## config.mk

```make
export PLATFORM = sky130hd
export DESIGN_NAME = uart_tx_sched
export DESIGN_NICKNAME = d
export VERILOG_FILES = /design/src/rtl/uart_tx_sched.sv
export SDC_FILE = /design/constraint.sdc
export NUM_CORES = 1
export LEC_CHECK = 0
export CAP_MARGIN = 20
export CORE_UTILIZATION = 42
export DETAILED_ROUTE_END_ITERATION = 8
export GPL_TIMING_DRIVEN = 0
export PLACE_DENSITY = 0.84
export RECOVER_POWER = 100
export SLEW_MARGIN = 15
export SYNTH_ARGS = -nofsm -noshare
export SYNTH_HDL_FRONTEND = slang
export SYNTH_SLANG_ARGS = --single-unit
```

## constraint.sdc

```tcl
create_clock -name i_clk -period 1.8 [get_ports i_clk]
set_input_delay 0.45 -clock i_clk [delete_from_list [all_inputs] [get_ports i_clk]]
set_output_delay 0.45 -clock i_clk [all_outputs]
set_load 0.1 [all_outputs]
```

## src/rtl/uart_tx_sched.sv

```systemverilog
// Round-robin scheduler that shares one UART transmitter among NUM_REQ byte requesters.
// Each grant launches one frame, holds it for FRAME_CYCLES, then idles GAP_CYCLES before re-arbitrating.
module uart_tx_sched #(
  parameter int unsigned NUM_REQ      = 4,
  parameter int unsigned FRAME_CYCLES = 11,
  parameter int unsigned GAP_CYCLES   = 1,
  localparam int unsigned IDW         = (NUM_REQ > 2) ? $clog2(NUM_REQ) : 1
) (
  input  logic                 i_clk,
  input  logic                 i_rst_n,
  input  logic [NUM_REQ-1:0]   i_req_valid,
  input  logic [NUM_REQ*8-1:0] i_req_data,
  output logic [NUM_REQ-1:0]   o_req_ready,
  input  logic                 i_pause,
  output logic                 o_tx_start,
  output logic [7:0]           o_tx_data,
  output logic [IDW-1:0]       o_grant_id,
  output logic                 o_busy,
  output logic                 o_frame_done
);

  typedef enum logic [1:0] {StIdle, StLaunch, StWait, StGap} state_e;

  // WAIT spans FRAME_CYCLES-1 cycles, GAP spans GAP_CYCLES cycles; counter clears on entry
  localparam logic [7:0] LastWait = 8'(FRAME_CYCLES - 2);
  localparam logic [7:0] LastGap  = 8'((GAP_CYCLES == 0) ? 0 : GAP_CYCLES - 1);

  state_e         r_state;
  logic [7:0]     r_cnt;
  logic [IDW-1:0] r_last;
  logic [7:0]     r_tx_data;
  logic [IDW-1:0] r_grant_id;
  logic           r_tx_start;
  logic           r_frame_done;
  logic           r_busy;

  logic [IDW-1:0] w_cand;
  logic [IDW-1:0] w_gid;
  logic           w_found;
  logic           w_grant;
  logic [7:0]     w_data;

  // Search starts one past the last winner and wraps, so every requester gets a turn per round
  always_comb begin
    w_cand  = '0;
    w_gid   = '0;
    w_found = 1'b0;
    for (int unsigned k = 1; k <= NUM_REQ; k++) begin
      w_cand = IDW'((32'(r_last) + k) % NUM_REQ);
      if (!w_found && i_req_valid[w_cand]) begin
        w_found = 1'b1;
        w_gid   = w_cand;
      end
    end
  end

  assign w_grant     = (r_state == StIdle) && !i_pause && w_found && i_rst_n;
  assign w_data      = i_req_data[8*w_gid +: 8];
  assign o_req_ready = w_grant ? (NUM_REQ'(1) << w_gid) : '0;

  always_ff @(posedge i_clk or negedge i_rst_n) begin
    if (!i_rst_n) begin
      r_state      <= StIdle;
      r_cnt        <= '0;
      r_last       <= IDW'(NUM_REQ - 1);
      r_tx_data    <= '0;
      r_grant_id   <= '0;
      r_tx_start   <= 1'b0;
      r_frame_done <= 1'b0;
      r_busy       <= 1'b0;
    end else begin
      unique case (r_state)
        StIdle: begin
          if (w_grant) begin
            r_tx_data  <= w_data;
            r_grant_id <= w_gid;
            r_last     <= w_gid;
            r_state    <= StLaunch;
            r_cnt      <= '0;
            r_tx_start <= 1'b1;
            r_busy     <= 1'b1;
          end
        end
        StLaunch: begin
          r_tx_start   <= 1'b0;
          r_state      <= StWait;
          r_cnt        <= '0;
          r_frame_done <= (FRAME_CYCLES == 2);
        end
        StWait: begin
          if (r_cnt == LastWait) begin
            r_frame_done <= 1'b0;
            r_cnt        <= '0;
            if (GAP_CYCLES == 0) begin
              r_state <= StIdle;
              r_busy  <= 1'b0;
            end else begin
              r_state <= StGap;
            end
          end else begin
            r_cnt        <= r_cnt + 8'd1;
            r_frame_done <= ((r_cnt + 8'd1) == LastWait);
          end
        end
        StGap: begin
          if (r_cnt == LastGap) begin
            r_state <= StIdle;
            r_busy  <= 1'b0;
            r_cnt   <= '0;
          end else begin
            r_cnt <= r_cnt + 8'd1;
          end
        end
        default: r_state <= StIdle;
      endcase
    end
  end

  assign o_tx_start   = r_tx_start;
  assign o_tx_data    = r_tx_data;
  assign o_grant_id   = r_grant_id;
  assign o_busy       = r_busy;
  assign o_frame_done = r_frame_done;

endmodule
```

### Word-level counts from Yosys, hierarchy flattened

Index checks and enable logic that the tools add are counted.

* logic and storage cells: 77
* register bits: 25
* bits of input ports: 39

* mux-type cells: 31
* reduce and logical (&&, ||, !) cells: 19
* equal/unequal tests: 8
* shift-type cells: 2
* order comparisons: 4
* add/subtract/negate cells: 5

Operator list (number)
* case mux 8 bit (4 select lines): 1
* indexed part select 32 x 6 -> 8 bit: 1
* two-way mux 8 bit: 3
* equality test 8 x 4 -> 1 bit (second input constant): 2
* two-way mux 2 bit: 7
* less-than comparator 2 x 3 -> 1 bit (second input constant): 4
* two-way mux 1 bit: 11
* adder 8 x 1 -> 8 bit (second input constant): 1
* binary-select mux 1 bit (select 2 bit): 4
* zero test 8 bit: 1
* case mux 2 bit (4 select lines): 1
* logical AND 1 bit: 6
* inequality test 2 bit (second input constant): 3
* case mux 1 bit (2 select lines): 3
* AND reduction 3 bit: 2
* nonzero test 2 bit: 3
* adder 2 x 1 -> 2 bit (second input constant): 2
* adder 2 bit (second input constant): 2
* equality test 2 bit (second input constant): 2
* zero test 1 bit: 4
* two-way mux 4 bit: 1
* AND reduction 2 bit: 2
* left shift 1 x 2 -> 4 bit (first input constant): 1
* equality test 2 x 1 -> 1 bit (second input constant): 1
* zero test 2 bit: 1

### Logic depth before layout (Yosys ltp)

* depth after elaboration: 17
* depth in mapped cells: 7

### Worst setup path before layout

No wires, ideal clock.

* path type: input port to output port
* start: input port i_req_valid[0]
* end: output port o_req_ready[1]
* path buffers: 1
* slack: -2110 ps
* required time: 1350 ps
* cell stages on the path: 5
* data arrival time: 3460 ps
* cell sequence: nor4_1 -> nor3b_2 -> nand2_1 -> clkbuf_1 -> nor3b_1

* cells in the longest elaborated chain, start to end: 15
* elaborated cells on any way between the ends: 26
* classes of those cells: shift: 1; mux: 17; reduce/logical: 8

Ends and longest elaborated chain
* start, declared: RTL line 11 `input logic [NUM_REQ-1:0] i_req_valid,`
* binary-select mux 1 bit (select 2 bit): RTL line 50 `if (!w_found && i_req_valid[w_cand]) begin`
* two-way mux 1 bit (implied by the code): RTL line 50
* two-way mux 1 bit: RTL line 50
* zero test 1 bit: RTL line 50
* logical AND 1 bit: RTL line 50
* two-way mux 1 bit: RTL line 50
* zero test 1 bit: RTL line 50
* logical AND 1 bit: RTL line 50
* two-way mux 1 bit: RTL line 50
* zero test 1 bit: RTL line 50
* logical AND 1 bit: RTL line 50
* two-way mux 1 bit: RTL line 50
* logical AND 1 bit (2 in series): RTL line 57 `assign w_grant = (r_state == StIdle) && !i_pause && w_found && i_rst_n;`
* two-way mux 4 bit (*): RTL line 59 `assign o_req_ready = w_grant ? (NUM_REQ'(1) << w_gid) : '0;`
* end, declared: RTL line 13 `output logic [NUM_REQ-1:0] o_req_ready,`

Mark *: on every way between the ends. The rest lies on a longest branch, timed or not. The select of a mux whose other input is x is not followed.

### Final worst setup path

* start: register r_last[1]
* end: output port o_req_ready[0]

* cells in the longest elaborated chain, start to end: 16
* elaborated cells on any way between the ends: 30
* classes of those cells: add/sub: 4; shift: 1; mux: 17; reduce/logical: 8

Ends and longest elaborated chain
* start, declared: RTL line 30 `logic [IDW-1:0] r_last;`
* start signal, assigned: RTL line 65 `r_last <= IDW'(NUM_REQ - 1);`
* start signal, assigned: RTL line 77 `r_last <= w_gid;`
* adder 2 x 1 -> 2 bit: RTL line 49 `w_cand = IDW'((32'(r_last) + k) % NUM_REQ);`
* binary-select mux 1 bit (select 2 bit): RTL line 50
* two-way mux 1 bit (implied by the code): RTL line 50
* two-way mux 1 bit: RTL line 50
* zero test 1 bit: RTL line 50
* logical AND 1 bit: RTL line 50
* two-way mux 1 bit: RTL line 50
* zero test 1 bit: RTL line 50
* logical AND 1 bit: RTL line 50
* two-way mux 1 bit: RTL line 50
* zero test 1 bit: RTL line 50
* logical AND 1 bit: RTL line 50
* two-way mux 1 bit: RTL line 50
* logical AND 1 bit (2 in series): RTL line 57
* two-way mux 4 bit (*): RTL line 59

Marked as above.

==> results.md <==
* Crit-path max FO at 5
* Syn Nets at 234
* Hpwl dp at 3.07 mm
* Failing checks: setup timing
* Non-Filler Instances at 318
* Total track usage at 20.9%
* Initial DRC count at 50
* IO Port Bufs at 55
* Num ports at 56
* CTS tree: done
* Post-layout instance area at 2900 um2
* Synth area leaders: dfrtp_1 32%, mux2i_1 11%, ha_1 6.3%, mux2_4 4.2%, o21ai_2 3.9%
* Slew of the pin with the lowest slew margin at 0.567 ns
* Via count at 1,671
* Most frequent cells in the layout: 32 x clkdlybuf4s50_1, 21 x dfrtp_1, 18 x mux2i_1
* Slew margin rel. at 62.3%
* Initial core utilization at 44.2%
* Max Cap Viol at 0
* Synth Register Bits at 25
* # nets final at 317
* Final Max Slew Viols at 0
* EDFF count, synth at 0
* Crit. End Element: primary output
* Global routing usage on met3 at 2.57%
* Mapped Cells at 186
* Sequential area share after synthesis at 35.3%
* Met2 Use GR at 36.9%
* Antenna violations before repair at 0
* Final RePlAce weighted congestion at 0.871
* DIE HEIGHT at 67.1 um
* Fin crit share at 126%
* Core footprint at 4030 um2
* Antenna viol nets, final at 0
* Worst Path Class, Setup: flop to primary output
* Synth top area share at 32.3%
* Grt ovf at 0
* Final setup fails at 8
* Synthesis-to-layout area growth at 62.9%
* Primary FF master, synth: dfrtp_1
* Yosys top cell by area: dfrtp_1
* Largest net degree at the start of global routing at 19
* Most common cell after layout, fill and taps aside: clkdlybuf4s50_1
* Worst EP required at 1.35 ns
* Drt total wl at 4.77 mm
* Max rail drop VDD at 0.996 mV
* Cell variety after synth at 42
* Cell Area, Placed at 2500 um2
* DIE WIDTH at 67.1 um
* R2R Setup Slk at -0.04 ns
* Clock Sinks at 25
* Asr flop ratio synth at 100%
* Final count of hold timing violations at 0
* RSZ-0062 raised after global routing: true
* TritonCTS buffer count at 3
* PnR worst setup slack at -0.465 ns
* Yosys warnings at 0
* Leakage at 1.34 nW
* DIE AREA at 4500 um2
* TritonRoute pass-1 iters at 4
* Data arrival, critical path at 1.81 ns
* PwrDens at 1530 nW/um2
* Inst Count DP at 292
* Syn_area_per_cell at 9.57 um2
* Clock buffer depth at 2
* First-pass GRT wire length at 7.18 mm
* Routed len/inst at 15.0 um
* CTS H-tree depth at 1
* Vias in the first global route at 1,588
* FP Rows at 23
* Fin crit period at 2.26 ns
* Vias per cell at 5.25
* Layout cell share with drive strength beyond 1 at 38.4%
* Clock root cell: clkbuf_8
* Status: finished with violations
* Number of remaining DRC errors at 0
* Most used routing layer: met2
* Clk_lat worst skew at 0.27 ns
* Syn Std Cell Area at 1780 um2
* Final TNS setup at -1.78 ns
* Met1 GRT Util at 26.1%
* HP Class: input port to asynchronous set/reset pin
* Ant diodes at 0
* Worst-path clk slew at 0.09 ns
* Worst setup SP type: flop
* Worst Skew at 0.00402 ns
* Max Freq at 0.442 GHz
## cells by family after synthesis
logic type / Yosys count / synth area share [%]
simple gates: 62 / 18.1
flops: 25 / 35.3
compound gates: 37 / 15.0
fa+ha+maj: 9 / 6.33
xor+xnor: 1 / 0.492
buf+inv: 23 / 6.61
mux: 29 / 18.1
## worst max-delay path, stage by stage (launching register included)
cell and delay [ns]:
dfstp_2 0.57, o21a_1 0.13, a211oi_2 0.07, buf_6 0.13, buf_12 0.13, buf_12 0.12
nor3_4 0.20, buf_12 0.20
## final timing paths
kind / start / endpoint / depth (start not counted)
max: r_last[1]$_DFFE_PN1P_ / o_req_ready[0] / 7
min: i_rst_n / o_grant_id[0]$_DFFE_PN0P_ / 2
max reg2reg: r_last[1]$_DFFE_PN1P_ / o_tx_data[1]$_DFFE_PN0P_ / 9
min reg2reg: r_last[0]$_DFFE_PN1P_ / r_last[0]$_DFFE_PN1P_ / 2
max in group asynchronous: i_rst_n / r_state[1]$_DFFE_PN0P_ / 2
min in group i_clk: r_last[0]$_DFFE_PN1P_ / r_last[0]$_DFFE_PN1P_ / 2
## state kept, by name (all words and copies together), names as in the netlist
register      flops
o_tx_data         8
r_cnt             8
o_grant_id        2
r_last            2
r_state           2
o_busy            1
o_frame_done      1
o_tx_start        1
## cells in the mapped netlist (2+ instances only)
library cell / count
nor4_1: 2
nand2b_1: 4
nor3b_1: 2
mux2_2: 4
mux2i_1: 19
nand2_1: 18
ha_1: 9
a22o_1: 6
dfrtp_1: 23
clkbuf_1: 3
nand3_1: 2
dfstp_2: 2
nand4_1: 6
a21oi_1: 3
nor2_1: 10
inv_1: 12
and3_1: 3
buf_2: 6
o21ai_0: 10
mux2_4: 5
nor2b_1: 6
o21ai_2: 8
nor3_1: 4
## where the power goes
group	internal, mW	switching (mW)
clock network	0.159	0.183
registers	0.762	0.132
logic	1.26	1.94
total	2.18	2.26
## metrics by stage
step           power, mW  hold slack [ns]  setup WS (ns)  utilization (%)
3_3_place_gp        3.52            0.458          -2.67             61.8
5_1_grt             4.65           0.0978         -0.517             72.0
4_1_cts             4.22           0.0993         -0.492             69.4
2_1_floorplan       2.96            0.154         -0.635                -
3_5_place_dp        3.58            0.465          -2.27             62.2
6_report            4.44           0.0921         -0.465             72.0
## repair_timing
item / CTS / global route
pin swaps: 8 / 7
hold endpoints to repair: 7 / 0
hold buffers: 2 / 0
resized for setup: 108 / 26
setup buffers: 16 / 9
setup endpoints to repair: 41 / 19
## cell type report
class | instances | area (um2)
Inverter | 12 | 45.0
Fill cell | 296 | 1130
Sequential cell | 25 | 631
Buffer | 9 | 85.1
Tap cell | 50 | 62.6
Clock buffer | 4 | 45.0
Timing Repair Buffer | 80 | 823
Multi-Input combinational cell | 138 | 1210
## metal layers
| layer | vias up | part of all wire (%) |
|---|---|---|
| met5 | - | 0 |
| met4 | 0 | 1.1 |
| met3 | 7 | 5.5 |
| met2 | 49 | 50 |
| met1 | 789 | 43 |
| li1 | 826 | - |
(Power assumes the default switching activity.)
==> RTL edit 1 (same settings) <==
The parameter `GAP_CYCLES` goes from 1 to 0. Comments in the files are not updated.
--- a/src/rtl/uart_tx_sched.sv
+++ b/src/rtl/uart_tx_sched.sv
@@ -3,7 +3,7 @@
 module uart_tx_sched #(
   parameter int unsigned NUM_REQ      = 4,
   parameter int unsigned FRAME_CYCLES = 11,
-  parameter int unsigned GAP_CYCLES   = 1,
+  parameter int unsigned GAP_CYCLES   = 0,
   localparam int unsigned IDW         = (NUM_REQ > 2) ? $clog2(NUM_REQ) : 1
 ) (
   input  logic                 i_clk,
Behaviour: no difference found for any inputs over 10 cycles, from zero or initial values and one cycle with i_rst_n low; that may be too few to reach the edited logic, so the function may still have changed.
==> RTL edit 1 against the unedited design <==
- the run still ends with negative setup slack left
- total power fell by 6.9%
- combinational power shrank 9.4%
- wire length grew 8.3%
- final area is 6.9% lower
- area after synthesis decreased by 5.8%
- sequential power barely moved
- setup slack got worse by 0.12 ns
- sequential cell count stayed put
- largest cell class unchanged
- largest power group unchanged
==> RTL edit 1: results (changes against the unedited design) <==
DR iter-0 viols - 66 (+32%)
GP Congestion - 0.872 (+0.11%)
Reg clk slew, reported paths - 0.09 ns (about the same)
root buffer cell - clkbuf_8
Post-Syn Nets - 227 (-3.0%)
first-pass GRT wire length - 7.71 mm (+7.5%)
H-tree levels - 1 (unchanged)
status - finished, violations left
Synth top cells by count - dfrtp_1 (23), nand2_1 (21), mux2i_1 (18)
Ant. Diodes - 0 (unchanged)
Cells after DPL - 282 (-3.4%)
Worst Clk Skew - 0.00245 ns (-0.00157 ns)
register area share after synthesis - 37.5% (+2.2 points)
DR pass1 iterations - 4 (unchanged)
dominant cells by area after synthesis - dfrtp_1 (34%), mux2i_1 (11%), ha_1 (6.7%)
P_leak - 1.20 nW (-11%)
post-CTS sizing - 101 (-6.5%)
ys flop type - dfrtp_1
Avg Inst Size Synth - 9.37 um2 (-2.1%)
total global-route track usage - 23.3% (+2.4 points)
Nets - 301 (-5.0%)
reg2reg start - r_last[1]$_DFFE_PN1P_
worst setup path startpoint - r_last[1]$_DFFE_PN1P_
Max Fanout on Critical Path - 5 (unchanged)
Max-cap violations - 0 (unchanged)
port bufs - 55 (unchanged)
Setup Buffers After CTS - 12 (-4)
CP arrival - 1.94 ns (+0.13 ns)
Syn. warnings - 0 (unchanged)
Num CTS Buffers - 3 (unchanged)
VDD IR max - 0.000935 V (-6.1%)
setup TNS - -4.07 ns (-2.29 ns)
worst skew pair latency - 0.27 ns (about the same)
failing checks - negative setup slack
initial antenna violation count - 0 (unchanged)
# setup viols final - 20 (+12)
Max clock buf depth - 2 (unchanged)
layout cells sized above 1 - 32.1% (-6.3 points)
Slew headroom - 62.8% (+0.44 points)
Netlist cell types - 42 (unchanged)
Placed Area - 0.00235 mm2 (-6.3%)
Critical-path top delay cell - dfstp_2
Post-DP HPWL - 3.27 mm (+6.5%)
final setup margin - -0.585 ns (-0.121 ns)
largest net degree at the start of global routing - 27 (+8)
Hold WC Path Type - in -> async
Routed WL per cell - 17.2 um (+15%)
worst slack at placement - -2.68 ns (-0.415 ns)
ys async rst share - 100% (unchanged)
Top Family by Delay on Critical Path - flip-flops
max incr delay on CP - 0.60 ns (+0.03 ns)
wirelength, routed - 5.16 mm (+8.3%)
detailed-route via count - 1690 (+1.1%)
## RTL edit 1: changes by cell type after synthesis, sizes merged, moves of 3 or more
cell	delta
o21ai	-10
mux2	-8
inv	-6
a21o	+5
nor2b	-3
nand2	+4
nand4	-3
o221ai	+8
nand3	+4
## RTL edit 1: final cells by class
class | instances | area [um2]
Clock buffer | 3 | 41.3
Fill cell | 267 | 1050
Multi-Input combinational cell | 139 | 1140
Inverter | 6 | 22.5
Buffer | 6 | 48.8
Clock inverter | 1 | 7.51
Sequential cell | 25 | 628
Tap cell | 48 | 60.1
Timing Repair Buffer | 72 | 749
## RTL edit 1: routing by layer
metal  share of wire (%)  track usage (%)  vias up
li1                    -                -      803
met3                 8.8             4.34        9
met4                 1.5             5.98        0
met2                  49             41.8       77
met5                   0                0        -
met1                  40             28.3      801
## RTL edit 1: where the power goes
part | internal, W | leakage [nW] | switching (W)
Clock | 0.000157 | 0.0217 | 0.000183
Combinational | 0.00103 | 0.857 | 0.00186
Sequential | 0.000757 | 0.319 | 0.000140
Total | 0.00195 | 1.20 | 0.00219
## RTL edit 1: worst paths after layout
check	to	slack (ns)	depth (start not counted)
hold / removal	r_cnt[5]$_DFFE_PN0P_	0.06	1
setup reg to reg	o_tx_data[7]$_DFFE_PN0P_	-0.26	8
hold reg to reg	o_grant_id[1]$_DFFE_PN0P_	0.48	2
min in group i_clk	o_grant_id[1]$_DFFE_PN0P_	0.48	2
max in group asynchronous	r_last[0]$_DFFE_PN1P_	1.44	1
setup / recovery	o_req_ready[3]	-0.59	6
## RTL edit 1: logic make-up after synthesis
logic type,synth area share (%)
multiplexers,12.1
AO/OA/AOI/OAI,20.0
adder cells (fa/ha/maj),6.72
flip-flops,37.5
buffers and inverters,4.55
AND/OR/NAND/NOR,18.7
XOR/XNOR,0.522
==> RTL edit 2 (same settings) <==
Without the edit above. The 4 states of `state_e` get a one-hot encoding in 4 bits.
--- a/src/rtl/uart_tx_sched.sv
+++ b/src/rtl/uart_tx_sched.sv
@@ -19,7 +19,7 @@
   output logic                 o_frame_done
 );
 
-  typedef enum logic [1:0] {StIdle, StLaunch, StWait, StGap} state_e;
+  typedef enum logic [3:0] {StIdle = 4'b0001, StLaunch = 4'b0010, StWait = 4'b0100, StGap = 4'b1000} state_e;
 
   // WAIT spans FRAME_CYCLES-1 cycles, GAP spans GAP_CYCLES cycles; counter clears on entry
   localparam logic [7:0] LastWait = 8'(FRAME_CYCLES - 2);
Function: same outputs for any inputs over 10 cycles, from zero or initial values and one cycle with i_rst_n low; not proved beyond that.
==> RTL edit 2 against the unedited design <==
- the flow still finishes with violations (negative setup slack)
- critical path depth is the same
- area after synthesis grew 5.7%
- setup slack worse by 0.15 ns
- total power decreased by 2.6%
- die area is 5.5% higher
- final area is 8.5% higher
- synthesized cell count grew 4.3%
- sequential cell count up 2
- fmax shrank 6.4%
- wire length increased by 26%
==> RTL edit 2: results (changes against the unedited design) <==
met1 GRT Util - 27.5% (+1.4 points)
P_leak - 1.33 nW (-1.1%)
# setup viols final - 21 (+13)
CP arrival - 1.97 ns (+0.16 ns)
measured slew at the worst slew-check pin - 1.36 ns (+0.792 ns)
Post-Syn Nets - 237 (+1.3%)
layout cells sized above 1 - 44.6% (+6.1 points)
largest net degree at the start of global routing - 29 (+10)
first-pass GRT wire length - 8.12 mm (+13%)
setup TNS - -4.94 ns (-3.16 ns)
Worst Clk Skew - 0.00872 ns (+0.00470 ns)
Nets - 329 (+3.8%)
DR pass1 iterations - 4 (unchanged)
fillcell total - 262 (-11%)
VDD IR max - 0.000894 V (-10%)
met3 GRT Util - 3.45% (+0.89 points)
dominant cells by area after synthesis - dfrtp_1 (32%), mux2i_1 (9.0%), o221ai_2 (6.4%)
DR iter-0 viols - 83 (+66%)
final setup margin - -0.620 ns (-0.155 ns)
total global-route track usage - 23.2% (+2.4 points)
Netlist cell types - 47 (+12%)
status - finished, violations left
GP Congestion - 0.834 (-4.2%)
Max clock buf depth - 2 (unchanged)
wirelength, routed - 6.01 mm (+26%)
register area share after synthesis - 36.1% (+0.83 points)
failing checks - negative setup slack
==> RTL edit 2: layout make-up <==
| class | instances | area (um2) | share of cell area [%] |
|---|---|---|---|
| multi-input combinational | 145 | 1300 | 41.4 |
| timing repair buffer | 92 | 912 | 29.0 |
| sequential | 27 | 682 | 21.7 |
| buffer | 9 | 97.6 | 3.10 |
| tap | 50 | 62.6 | 1.99 |
| clock buffer | 4 | 45.0 | 1.43 |
| inverter | 8 | 42.5 | 1.35 |
==> RTL edit 2: metrics by stage <==
step	cell area (um2)	instances	hold WS [ns]	setup WS [ns]	power [W]
5_1_grt	3140	335	0.101	-0.701	0.00452
4_1_cts	3020	325	0.0130	-0.589	0.00412
3_5_place_dp	2560	299	0.469	-1.99	0.00343
2_1_floorplan	1950	194	0.154	-0.738	0.00287
6_report	3140	335	0.112	-0.620	0.00432
3_3_place_gp	2570	299	0.458	-2.85	0.00339
==> RTL edit 2: power by group <==
group          internal (W)  switching (W)  total, W  leakage [nW]
Combinational       0.00113        0.00189   0.00301         0.966
Sequential         0.000823       0.000148  0.000971         0.336
Clock              0.000158       0.000180  0.000339        0.0228
==> RTL edit 2: path summary, 6_finish.rpt <==
check,slack (ns),end,cells past startpoint,startpoint
setup / recovery,-0.62,o_req_ready[0],7,r_state[2]$_DFFE_PN0P_
hold / removal,0.11,r_state[0]$_DFFE_PN1P_,1,i_rst_n
setup reg to reg,-0.31,r_cnt[5]$_DFFE_PN0P_,8,r_state[3]$_DFFE_PN0P_
hold reg to reg,0.49,o_frame_done$_DFFE_PN0N_,2,o_frame_done$_DFFE_PN0N_
max in group asynchronous,0.32,r_cnt[5]$_DFFE_PN0P_,2,i_rst_n
min in group i_clk,0.49,o_frame_done$_DFFE_PN0N_,2,o_frame_done$_DFFE_PN0N_
==> RTL edit 2: repair_timing <==
| item | 4_1_cts | 5_1_grt |
|---|---|---|
| setup buffers | 23 | 12 |
| gates resized for setup | 133 | 17 |
| pin swaps | 16 | 19 |
| gates cloned | 1 | 0 |
| hold buffers | 0 | 1 |
| setup endpoints to repair | 40 | 22 |
| hold endpoints to repair | 0 | 24 |
==> RTL edit 2: worst max-delay path, cell delays in order (launching register included) <==
cell and delay (ns):
dfrtp_1 0.43, nor2_4 0.12, nand2_1 0.08, or3b_1 0.41, buf_6 0.15, buf_8 0.12, nor3_4 0.19, buf_12 0.20
==> RTL edit 2: per-layer routing <==
metal / wire length (um) / share of wire (%) / vias to the layer above
met2: 3130 / 52 / 68
met3: 400 / 6.7 / 8
li1: - / - / 888
met5: 0 / 0 / -
met4: 61 / 1.0 / 0
met1: 2420 / 40 / 933
==> RTL edit 2: kinds of logic after synthesis <==
group / synth area share, %
buf+inv: 8.65
compound gates: 21.8
mux: 9.05
flops: 36.1
xor+xnor: 0.932
simple gates: 20.8
fa+ha+maj: 2.66
